**config.mk**
```make
export PLATFORM = sky130hd
export DESIGN_NAME = io_input_port
export DESIGN_NICKNAME = d
export VERILOG_FILES = /design/src/rtl/io_input_port.sv
export SDC_FILE = /design/constraint.sdc
export NUM_CORES = 1
export LEC_CHECK = 0
export ABC_CLOCK_PERIOD_IN_PS = 2500
export CORE_MARGIN = 1.5
export CORE_UTILIZATION = 49
export CTS_CLUSTER_SIZE = 10
export DETAILED_ROUTE_END_ITERATION = 12
export GPL_ROUTABILITY_DRIVEN = 0
export PLACE_DENSITY = 0.76
export SYNTH_ARGS = -nofsm -noshare
export SYNTH_HDL_FRONTEND = slang
export SYNTH_SLANG_ARGS = --single-unit
```
**constraint.sdc**
```tcl
create_clock -name CLK -period 2.5 [get_ports CLK]
set_input_delay 0.375 -clock CLK [delete_from_list [all_inputs] [get_ports CLK]]
set_output_delay 0.375 -clock CLK [all_outputs]
set_load 0.02 [all_outputs]
```
**src/rtl/io_input_port.sv**
```systemverilog
// io_input_port
//   Memory-mapped input peripheral on the data-memory bus. Push-buttons are
//   synchronized and debounced. Each accepted press is queued in a small FIFO
//   together with a snapshot of the slide switches. Software polls STATUS,
//   pops events through DATA, reads the live switches and drives CONTROL.
//
// Ports
//   CLK        system clock, rising edge
//   reset      asynchronous active-low reset
//   sel        peripheral selected for the current bus access
//   addr       word address (CPU address bits [6:2])
//   wdata      store data
//   mem_write  store strobe
//   mem_read   load strobe
//   rdata      registered load data, 1-cycle latency, held when not reading
//   key_n      push-buttons, active-low, asynchronous
//   sw         slide switches, asynchronous
//
// Bus handshake: there is no valid/ready pair. An access happens on every
// rising edge where sel is high together with mem_read or mem_write; the
// peripheral never stalls, and load data is in rdata one edge later.
//
// Register map (word address)
//   0 STATUS   [0] not_empty, [1] full, [2] overflow, [7:4] count
//   1 DATA     {12'b0, key_idx[1:0], sw_snapshot[17:0]} of the FIFO head, 0 if empty
//   2 SWITCH   synchronized switches, zero-extended
//   3 CONTROL  [0] enable; write: [1] flush FIFO, [2] clear overflow
module io_input_port #(
    parameter int DEBOUNCE_CYCLES = 16,
    parameter int FIFO_DEPTH      = 4,
    parameter int SW_WIDTH        = 18
) (
    input  logic                CLK,
    input  logic                reset,
    input  logic                sel,
    input  logic [4:0]          addr,
    input  logic [31:0]         wdata,
    input  logic                mem_write,
    input  logic                mem_read,
    output logic [31:0]         rdata,
    input  logic [3:0]          key_n,
    input  logic [SW_WIDTH-1:0] sw
);

    localparam int CW = (DEBOUNCE_CYCLES > 2) ? $clog2(DEBOUNCE_CYCLES) : 1;
    localparam int PW = $clog2(FIFO_DEPTH);
    localparam int NW = PW + 1;
    localparam logic [CW-1:0] CNT_MAX = CW'(DEBOUNCE_CYCLES - 1);

    // Synchronizers
    logic [3:0]          key_s1_q, key_s2_q;
    logic [SW_WIDTH-1:0] sw_s1_q, sw_s2_q;

    // Debounce
    logic [3:0]          key_acc_q, key_acc_d;
    logic [3:0][CW-1:0]  cnt_q, cnt_d;
    logic [3:0]          fall;
    logic                press_any;
    logic [1:0]          press_idx;

    // FIFO and control
    logic [19:0]         mem_q [FIFO_DEPTH];
    logic [PW-1:0]       wr_ptr_q, rd_ptr_q;
    logic [NW-1:0]       count_q;
    logic                ovf_q, ovf_d;
    logic                enable_q;
    logic                data_rd_prev_q;
    logic [31:0]         rdata_q;

    logic                not_empty, full;
    logic                rd_strobe, data_rd, pop_ok, ctrl_wr, flush;
    logic                push_req, push_ok, ovf_set;
    logic [19:0]         entry;
    logic [31:0]         rd_val;
    logic                unused_wdata;

    assign unused_wdata = ^wdata[31:3];
    assign rdata        = rdata_q;

    // A debounce counter runs only while the synchronized level disagrees
    // with the accepted level. A 1->0 acceptance is a press.
    always_comb begin
        key_acc_d = key_acc_q;
        cnt_d     = cnt_q;
        fall      = '0;
        for (int i = 0; i < 4; i++) begin
            if (key_s2_q[i] == key_acc_q[i]) begin
                cnt_d[i] = '0;
            end else if (cnt_q[i] == CNT_MAX) begin
                key_acc_d[i] = key_s2_q[i];
                cnt_d[i]     = '0;
                fall[i]      = key_acc_q[i];
            end else begin
                cnt_d[i] = cnt_q[i] + CW'(1);
            end
        end
    end

    // Only the lowest-index press in a cycle is queued
    always_comb begin
        press_any = |fall;
        press_idx = 2'd0;
        for (int i = 3; i >= 0; i--) begin
            if (fall[i]) press_idx = 2'(i);
        end
    end

    assign not_empty = (count_q != '0);
    assign full      = (count_q == NW'(FIFO_DEPTH));
    assign rd_strobe = sel & mem_read;
    assign data_rd   = rd_strobe & (addr == 5'd1);
    // Pop only on the first cycle of a DATA read strobe
    assign pop_ok    = data_rd & ~data_rd_prev_q & not_empty;
    assign ctrl_wr   = sel & mem_write & (addr == 5'd3);
    assign flush     = ctrl_wr & wdata[1];
    assign push_req  = press_any & enable_q;
    // A pop in the same cycle frees the slot, so a full FIFO still accepts
    assign push_ok   = push_req & (~full | pop_ok) & ~flush;
    assign ovf_set   = push_req & full & ~pop_ok & ~flush;
    assign entry     = {press_idx, 18'(sw_s2_q)};

    // Overflow set takes priority over the software clear
    always_comb begin
        ovf_d = ovf_q;
        if (ctrl_wr && wdata[2]) ovf_d = 1'b0;
        if (ovf_set)             ovf_d = 1'b1;
    end

    always_comb begin
        rd_val = '0;
        case (addr)
            5'd0: rd_val = {24'b0, 4'(count_q), 1'b0, ovf_q, full, not_empty};
            5'd1: rd_val = not_empty ? {12'b0, mem_q[rd_ptr_q]} : 32'b0;
            5'd2: rd_val = 32'(sw_s2_q);
            5'd3: rd_val = {31'b0, enable_q};
            default: rd_val = '0;
        endcase
    end

    always_ff @(posedge CLK or negedge reset) begin
        if (!reset) begin
            key_s1_q       <= 4'hF;
            key_s2_q       <= 4'hF;
            sw_s1_q        <= '0;
            sw_s2_q        <= '0;
            key_acc_q      <= 4'hF;
            cnt_q          <= '0;
            wr_ptr_q       <= '0;
            rd_ptr_q       <= '0;
            count_q        <= '0;
            ovf_q          <= 1'b0;
            enable_q       <= 1'b1;
            data_rd_prev_q <= 1'b0;
            rdata_q        <= '0;
        end else begin
            key_s1_q       <= key_n;
            key_s2_q       <= key_s1_q;
            sw_s1_q        <= sw;
            sw_s2_q        <= sw_s1_q;
            key_acc_q      <= key_acc_d;
            cnt_q          <= cnt_d;
            ovf_q          <= ovf_d;
            data_rd_prev_q <= data_rd;
            if (ctrl_wr) enable_q <= wdata[0];
            if (flush) begin
                wr_ptr_q <= '0;
                rd_ptr_q <= '0;
                count_q  <= '0;
            end else begin
                if (push_ok) wr_ptr_q <= wr_ptr_q + PW'(1);
                if (pop_ok)  rd_ptr_q <= rd_ptr_q + PW'(1);
                if (push_ok && !pop_ok)      count_q <= count_q + NW'(1);
                else if (!push_ok && pop_ok) count_q <= count_q - NW'(1);
            end
            // A held DATA strobe keeps showing the entry it popped
            if (rd_strobe && !(data_rd && data_rd_prev_q)) rdata_q <= rd_val;
        end
    end

    // Storage needs no reset; count and pointers define what is valid
    always_ff @(posedge CLK) begin
        if (push_ok) mem_q[wr_ptr_q] <= entry;
    end

endmodule

```
# Yosys cells after proc, flatten, opt, wreduce, memory -nomap -nowiden
# Memories as Yosys holds them, arrays and structs flattened.
# Cells that the tools add are included.
# classes
add_sub_neg	8
eq_ne	12
mux	33
bitwise	22
reduce_logical	19
# op_table
op	count
one-hot mux 20 bit (4 select lines)	1
two-way mux 4 bit	8
two-way mux 20 bit	1
adder 4 x 1 -> 4 bit (second input constant)	4
equality test 4 bit (second input constant)	4
two-way mux 2 bit	8
bitwise AND 1 bit	13
two-way mux 1 bit	12
equality test 5 x 2 -> 1 bit (second input constant)	2
two-way mux 3 bit	3
inverter 1 bit	8
AND reduction 2 bit	4
nonzero test 2 bit	3
nonzero test 3 bit	2
equality test 5 x 1 -> 1 bit (second input constant)	1
logical AND 1 bit	5
logical NOT 5 bit	1
adder 2 x 1 -> 2 bit (second input constant)	2
equality test 1 bit	4
OR reduction 4 bit	1
adder 3 x 1 -> 3 bit (second input constant)	1
equality test 3 bit (second input constant)	1
logical NOT 1 bit	3
subtractor 3 x 1 -> 3 bit (second input constant)	1
OR 1 bit	1
# totals
ff_bits	106
ramBits	80
input_bits	64
out_inout_bits	32
memories	1
# mem_list
name	depth	word_bits	read_ports	rd_clocked_by_memory_dff	wr	line	text
mem_q	4	20	1	0	1	62	logic [19:0] mem_q [FIFO_DEPTH];

# Longest topological paths before layout
# Gate-level depths: netlist (run 1).
# logic_depth
word_depth	12
ltp_mapped	10
mapped_depth_nobuf	10

# Worst setup path after synthesis (run 1)
# No wires, ideal clock.
# synth_path
path_type	in2reg
startpoint	in addr[3]
endpoint	mem mem_q[0][0], enable pin
setup_time_ns	0.378
arrival_ns	2.129
required_ns	2.122
setup_slack_ns	-0.007
cell_stages	7
n_path_buf	2
path_cell_list	or3_1 buf_6 nor4_4 buf_6 nor2_1 nor3_2 and2_1
# synth_between
elab_chain_cells	9
elab_cells_between_ends	13
cone_classes	eq/ne (2); mux (2); bitwise (9)
# synth_lines
item	line	text
start: declaration	36	input logic [4:0] addr,
equality test 5 x 1 -> 1 bit	111	assign data_rd = rd_strobe & (addr == 5'd1);
bitwise AND 1 bit	111	
bitwise AND 1 bit (2 in series)	113	assign pop_ok = data_rd & ~data_rd_prev_q & not_empty;
OR 1 bit	118	assign push_ok = push_req & (~full | pop_ok) & ~flush;
bitwise AND 1 bit	118	
bitwise AND 1 bit (*)	118	
two-way mux 1 bit (*)	182	if (push_ok) mem_q[wr_ptr_q] <= entry;
two-way mux 1 bit (implied by the code) (*)	182	
end: declaration	62	
# Mark *: on every way between the ends. The rest lies on a longest branch, timed or not.

# Worst setup path in the final report (run 1)
# layout_path
startpoint	reg cnt_q[4] (netlist name)
endpoint	reg count_q[2]
# layout_between
elab_chain_cells	10
elab_cells_between_ends	13
cone_classes	eq/ne (1); mux (4); bitwise (3); reduce/logical (5)
# layout_lines
item	line	text
start: declaration	56	logic [3:0][CW-1:0] cnt_q, cnt_d;
start signal: assignment	161	cnt_q <= cnt_d;
equality test 4 bit (*)	89	end else if (cnt_q[i] == CNT_MAX) begin
two-way mux 1 bit (*)	89	
two-way mux 1 bit (*)	87	if (key_s2_q[i] == key_acc_q[i]) begin
OR reduction 4 bit (*)	101	press_any = |fall;
bitwise AND 1 bit (*)	116	assign push_req = press_any & enable_q;
bitwise AND 1 bit (*) (2 in series)	118	
logical AND 1 bit or logical NOT 1 bit (tied branches)	172, 173	
two-way mux 3 bit or logical AND 1 bit (tied branches)	172, 173	
two-way mux 3 bit or nonzero test 3 bit (tied branches)	n/a	
end signal: assignment	172	if (push_ok && !pop_ok) count_q <= count_q + NW'(1);
end signal: assignment	173	else if (!push_ok && pop_ok) count_q <= count_q - NW'(1);
end: declaration	64	logic [NW-1:0] count_q;
# Marked as above.
# A chain may end at the register's enable or synchronous reset.

==> results of run 1 <==
-- final timing paths --
path                                 to  slack, ns  depth (start not counted)
max                          count_q[2]       0.13                         10
min                          sw_s2_q[0]       0.35                          0
max reg2reg                  count_q[2]       0.13                         10
min reg2reg                  sw_s2_q[0]       0.35                          0
max in group asynchronous  key_acc_q[3]       1.28                          3
min in group asynchronous   sw_s2_q[10]       0.48                          2
-- area by class of cell --
class | instances | area (um^2)
clock buffer | 25 | 485.5
clock inverter | 7 | 63.81
fill | 966 | 5027
inverter | 8 | 30.03
multi-input combinational | 223 | 1804
sequential | 174 | 4771
tap | 176 | 220.2
timing repair buffer | 86 | 893.4
-- cells in the mapped netlist (2+ instances only) --
cell type and number:
mux2i_1 9, nor2_1 17, a21o_1 2, and2_1 6
nor2b_1 8, mux2_2 6, o21ai_1 16, xnor2_1 11
o21ai_0 6, nand3_1 3, nor3_1 6, dfstp_2 13
clkbuf_1 3, dfrtp_1 81, buf_6 4, mux4_2 20
o2bb2ai_1 2, buf_2 5, nor3b_1 2, a22oi_1 12
nand2b_1 6, nand4b_1 4, a21oi_1 14, nand2_1 31
buf_4 15, a311oi_1 2, a211oi_1 2, a22o_1 2
inv_1 8, nor3_2 2, edfxtp_1 80, ha_1 8
and3_1 2
-- stage by stage --
| step | std cells | instance area, um^2 | utilization [%] | hold slack, ns | power [mW] |
|---|---|---|---|---|---|
| 2_1_floorplan | 432 | 6756 | - | 0.07941 | 3.546 |
| 3_3_place_gp | 666 | 7666 | 57.66 | 0.3328 | 3.719 |
| 3_5_place_dp | 666 | 7666 | 57.66 | 0.3347 | 3.747 |
| 4_1_cts | 699 | 8232 | 61.91 | 0.3446 | 6.193 |
| 5_1_grt | 699 | 8268 | 62.19 | 0.3396 | 6.379 |
| 6_report | 699 | 8268 | 62.19 | 0.3467 | 6.131 |
-- metal layers --
metal | routed length [um] | global-route usage, % | vias to the layer above
met2 | 6565 | 31.14 | 99
met4 | 118 | 7.217 | 0
met1 | 4796 | 22.16 | 1906
li1 | - | - | 1695
met5 | 0 | 0 | -
met3 | 590 | 4.705 | 10
-- cell usage in the layout, fill, tap and decap left out, types with 13 or more instances in the layout --
cell             instances
a21oi_1                 14
buf_4                   23
clkbuf_16               17
clkdlybuf4s50_1         53
dfrtp_1                 81
dfstp_2                 13
edfxtp_1                80
mux4_2                  20
nand2_1                 31
nor2_1                  17
o21ai_1                 15
-- power groups by stage --
stage	clock, mW	combinational (mW)	sequential (mW)
6_report	2.44	0.528	3.16
4_1_cts	2.50	0.536	3.16
3_5_place_dp	0	0.532	3.22
5_1_grt	2.62	0.583	3.17
2_1_floorplan	0	0.356	3.19
3_3_place_gp	0	0.512	3.21
-- state kept, by name (all words and copies together), names as in the netlist --
register / cells
key_acc_q: 4
ovf_q: 1
key_s2_q: 4
sw_s1_q: 18
data_rd_prev_q: 1
rd_ptr_q: 2
mem_q: 80
wr_ptr_q: 2
rdata: 20
enable_q: 1
cnt_q: 16
key_s1_q: 4
count_q: 3
sw_s2_q: 18
-- what timing repair did --
action / in CTS / in global routing
hold buffers: 1 / 0
setup endpoints to repair: 1 / 2
hold endpoints to repair: 36 / 0
resized for setup: 1 / 6
-- critical path: cells and delay by family, from the launching register on --
family | cells | cell delay [ns]
adder cells (fa/ha/maj) | 2 | 0.64
AND/OR/NAND/NOR | 4 | 0.58
flip-flops | 1 | 0.41
multiplexers | 2 | 0.36
AO/OA/AOI/OAI | 2 | 0.31
-- logic make-up after synthesis --
| kind of cell | synth area share, % |
|---|---|
| xor gates and xnor gates | 1.566 |
| buffers and inverters | 3.338 |
| adders and majority gates | 1.790 |
| muxes | 9.062 |
| and+or+nand+nor | 7.403 |
| DFF | 71.10 |
| AOI/OAI and AO/OA | 5.687 |
| other | 0.05589 |
==> impl_metrics.py, run 1 <==
metrics = {
    "routing": {
        "ant_nets": 0,
        "drcViolationCount": 0,
        "num_vias": 3710,
        "vias_per_cell": 5.308,
        "first_pass_iters": 4,
        "drt-initial-drc-count": 247,
        "wirelength_um": 12070,
        "routedWlPerCell_um": 17.27,
    },
    "clock_network": {
        "cts_tree": "built",
        "numCtsBuffers": 17,
        "ctsRootBufferMaster": "clkbuf_16",
        "clk_pin_slew_worst_paths_ns": 0.06,
        "post_cts_buffers": 0,
        "clock_latency_ns": 0.42,
        "cts_sinks": 174,
        "htreeDepth": 4,
        "clk_path_buf_depth": 2,
    },
    "floorplanning": {
        "placementRows": 42,
        "die_x_um": 120.0,
        "start_util_pct": 50.47,
        "ios": 96,
        "die_area_um2": 14400,
        "core_um2": 13300,
        "die_h_um": 120.0,
    },
    "worst_setup_path": {
        "worstPathCellList": "ha_1 > and3_2 > o2bb2ai_4 > o21ai_2 > nand2b_4 > nor3_2 > fa_1 > and2_1 > mux2i_1 > mux2i_1",
        "startpoint_type": "flop",
        "crit_slowest_cell": "dfrtp_1",
        "cp_common_cell": "mux2i_1",
        "r2r_start": "cnt_q[4]",
        "cp.required_ns": 2.84,
        "max_stage_delay_ns": 0.41,
        "critical_path_class": "reg2reg",
        "critPathLaunch": "cnt_q[4]",
        "worstPathArrival_ns": 2.72,
        "critPathMaxFanout": 4,
        "cp-end-kind": "flop",
    },
    "sta": {
        "finalSetupTns_ns": 0,
        "period_share_pct": 94.93,
        "hold_viol_final": 0,
        "relSlewSlack_pct": 60.34,
        "setup_slack_ns": 0.1266,
        "period_needed_ns": 2.373,
        "setup_viol": 0,
        "rsz0062_at_grt": "false",
        "fmax_mhz": 421.3,
        "maxSlewViolCount": 0,
        "tightest_slew_ns": 0.5950,
        "finalClockSkew_ns": 0.009937,
    },
    "synthesis": {
        "synth.avg_cell_area_um2": 15.94,
        "synth_cell_types": 46,
        "synth-edff-count": 80,
        "syn-cell-area_um2": 6710,
        "synthTopCellsByArea": "edfxtp_1 36%, dfrtp_1 30%, mux4_2 6.7%, dfstp_2 5.1%, nand2_1 1.7%",
        "synth_top_area_cell": "edfxtp_1",
        "ys_seq_area_share_pct": 71.10,
        "synth_ff_type": "dfrtp_1",
        "synth_top_area_share_pct": 35.80,
        "synth-async-reset-ratio_pct": 54.02,
        "ys_ff_latch": 174,
        "synth-warning-count": 0,
        "synthCells": 421,
    },
    "place": {
        "dp_slack_ns": -0.2326,
        "port_buffers": 54,
        "dp_hpwl_um": 7872,
    },
    "hold_path": {
        "hold_class": "reg2reg",
        "min_from": "sw_s1_q[0]",
    },
    "power_and_ir_drop": {
        "p_per_area_nw_per_um2": 741.6,
        "swShare_pct": 21.74,
        "vdd_ir_drop_max_mv": 0.4724,
        "clkPwrFrac_pct": 39.8,
        "p_leak_nw": 3.132,
        "p_switching_mw": 1.333,
        "p_seq_share_pct": 51.6,
        "pwr-share-comb_pct": 8.6,
        "p_int_mw": 4.798,
    },
    "final_layout": {
        "num_antenna_cells": 0,
        "area_delta_synth_final_pct": 23.21,
        "fin_nets": 583,
        "drive_gt1_share_pct": 21.61,
    },
    "grt": {
        "grt_max_degree": 58,
        "antenna_found_initial": 0,
        "track_usage_pct": 18.22,
        "grt_overflow": 0,
        "grt_pass1_vias": 3859,
        "grt_pass1_wl_um": 19440,
    },
    "flow_run": {
        "cap_viol_max_count": 0,
    },
    "run_status": {
        "status": "complete, no violations",
    },
}
(Power assumes the default switching activity.)
==> inputs of run 2 (changes only) <==
Settings changed: CAP_MARGIN set to 20, CORE_ASPECT_RATIO set to 1.4.
==> run 2 against run 1 <==
  * The run now ends with negative hold slack left
  * Final area is essentially flat
  * Total power grew 2.4%
  * Count of clock-buffer cells in the layout shrank 6
  * Register-to-register slack is essentially flat
  * Via count is essentially flat
  * Sequential share of layout area is essentially flat
  * Sequential power is essentially flat
  * Hold slack lost 0.35 ns
  * Sequential cell count is the same
  * Utilization shrank 0.47 points
  * Worst setup slack lost 0.0055 ns
  * Cell count grew 0.57%
  * Critical endpoint unchanged
  * Highest routed layer unchanged
==> impl_metrics.py, run 2 (synthesized netlist as in run 1, its figures left out) <==
metrics = {
    "worst_setup_path": {
        "worstPathArrival_ns": 2.71,
        "cp.required_ns": 2.84,
        "startpoint_type": "flop",
        "critical_path_class": "reg2reg",
        "rrSetupSlack_ns": 0.12,
        "critPathMaxFanout": 4,
        "cp-end-kind": "flop",
        "reg2reg_depth": 10,
        "r2r_start": "cnt_q[8]",
        "crit-reg2reg-capture": "count_q[2]",
    },
    "power_and_ir_drop": {
        "vdd_ir_drop_max_mv": 0.3672,
        "p_leak_nw": 3.136,
        "power_mw": 6.276,
        "p_per_area_nw_per_um2": 759.5,
    },
    "sta": {
        "tightest_slew_ns": 0.6636,
        "whs_ns": -0.004310,
        "relSlewSlack_pct": 55.76,
        "finalSetupTns_ns": 0,
        "period_needed_ns": 2.379,
        "hold_viol_final": 22,
        "setup_viol": 0,
        "maxSlewViolCount": 0,
        "fmax_mhz": 420.4,
        "period_share_pct": 95.15,
        "finalClockSkew_ns": 0.007797,
    },
    "clock_network": {
        "clk_path_buf_depth": 2,
        "htreeDepth": 4,
        "cts_sinks": 174,
        "ctsRootBufferMaster": "clkbuf_16",
        "hold_buffers": 0,
        "ctsResizeCount": 0,
        "clk_pin_slew_worst_paths_ns": 0.06,
        "clock_latency_ns": 0.42,
        "cts_tree": "built",
        "post_cts_buffers": 0,
        "numCtsBuffers": 17,
    },
    "floorplanning": {
        "die_x_um": 101.9,
        "start_util_pct": 50.12,
        "core_um2": 13390,
        "die_area_um2": 14420,
        "ios": 96,
        "die_h_um": 141.5,
        "placementRows": 50,
    },
    "routing": {
        "num_vias": 3713,
        "ant_nets": 0,
        "wirelength_um": 12490,
        "routedWlPerCell_um": 17.76,
        "drt-initial-drc-count": 181,
        "first_pass_iters": 4,
        "vias_per_cell": 5.282,
        "drcViolationCount": 0,
    },
    "place": {
        "port_buffers": 54,
        "placed_area_um2": 7654,
        "dp_hpwl_um": 8350,
    },
    "grt": {
        "track_usage_pct": 19.06,
        "grt_pass1_wl_um": 20200,
        "grt_max_degree": 49,
        "antenna_found_initial": 0,
        "grt_overflow": 0,
        "grt_pass1_vias": 3940,
    },
    "run_status": {
        "status": "complete, but fails checks",
        "violations": "negative hold slack",
    },
    "final_layout": {
        "regMostFlops": "mem_q",
        "final_cell_mix": "81 x dfrtp_1, 80 x edfxtp_1, 53 x clkdlybuf4s50_1, 31 x nand2_1, 23 x buf_4",
        "drive_gt1_share_pct": 22.26,
        "area_delta_synth_final_pct": 23.14,
        "largest_reg_flops": 80,
        "num_antenna_cells": 0,
        "fin_nets": 581,
        "fin_area_um2": 8263,
        "layout.cells.most_common": "dfrtp_1",
    },
    "hold_path": {
        "hold_class": "in2async",
    },
    "flow_run": {
        "cap_viol_max_count": 0,
    },
}
==> run 2: cell count changes in the layout (fill, tap and decap cells not counted), moves of 2 or more <==
cell and change:
inv_6 +2, ha_2 +2, clkbuf_1 -5, inv_4 +2, clkinvlp_4 -2, clkinv_4 +3, ha_1 -2
==> run 2: cell type report <==
type,count,area (um^2)
inverter,8,30.03
tap,182,227.7
clock buffer,19,452.9
clock inverter,13,135.1
timing repair buffer,84,863.3
sequential,174,4771
fill,1033,5125
multi-input combinational,223,1783
==> run 2: power breakdown <==
group          switching [mW]  internal (mW)
sequential             0.0896           3.08
clock                    1.06           1.53
combinational           0.249          0.276
total                    1.39           4.88
==> run 2: how the worst max path moves through the flow <==
stage | start | end | depth (start not counted)
floorplan | cnt_q[4] | count_q[2] | 10
global placement | addr[3] | count_q[2] | 9
detailed placement | addr[3] | count_q[2] | 9
CTS | cnt_q[4] | count_q[2] | 10
global route | cnt_q[8] | count_q[2] | 10
finish | cnt_q[8] | count_q[2] | 10
==> run 2: stage by stage <==
stage / setup slack [ns] / std cells / utilization, %
detailed placement: -0.3546 / 671 / 57.17
CTS: 0.04129 / 703 / 61.56
floorplan: 0.006895 / 432 / -
global placement: -0.2562 / 671 / 57.17
finish: 0.1212 / 703 / 61.72
global route: -0.01219 / 703 / 61.72
==> run 2: layer usage <==
metal | vias to the layer above | share of wire (%) | GRT usage [%]
met1 | 1915 | 38 | 22.00
met3 | 24 | 3.7 | 4.729
met5 | - | 0 | 0
met4 | 0 | 2.4 | 7.714
met2 | 84 | 56 | 33.61
li1 | 1690 | - | -
==> run 2: worst max-delay path: stages, from the launching register on <==
cell,delay (ns)
dfrtp_1,0.43
ha_2,0.22
and3_1,0.19
o2bb2ai_1,0.15
o21ai_1,0.15
nand2b_1,0.15
nor3_1,0.07
fa_1,0.40
and2_1,0.15
mux2i_1,0.18
mux2i_1,0.22
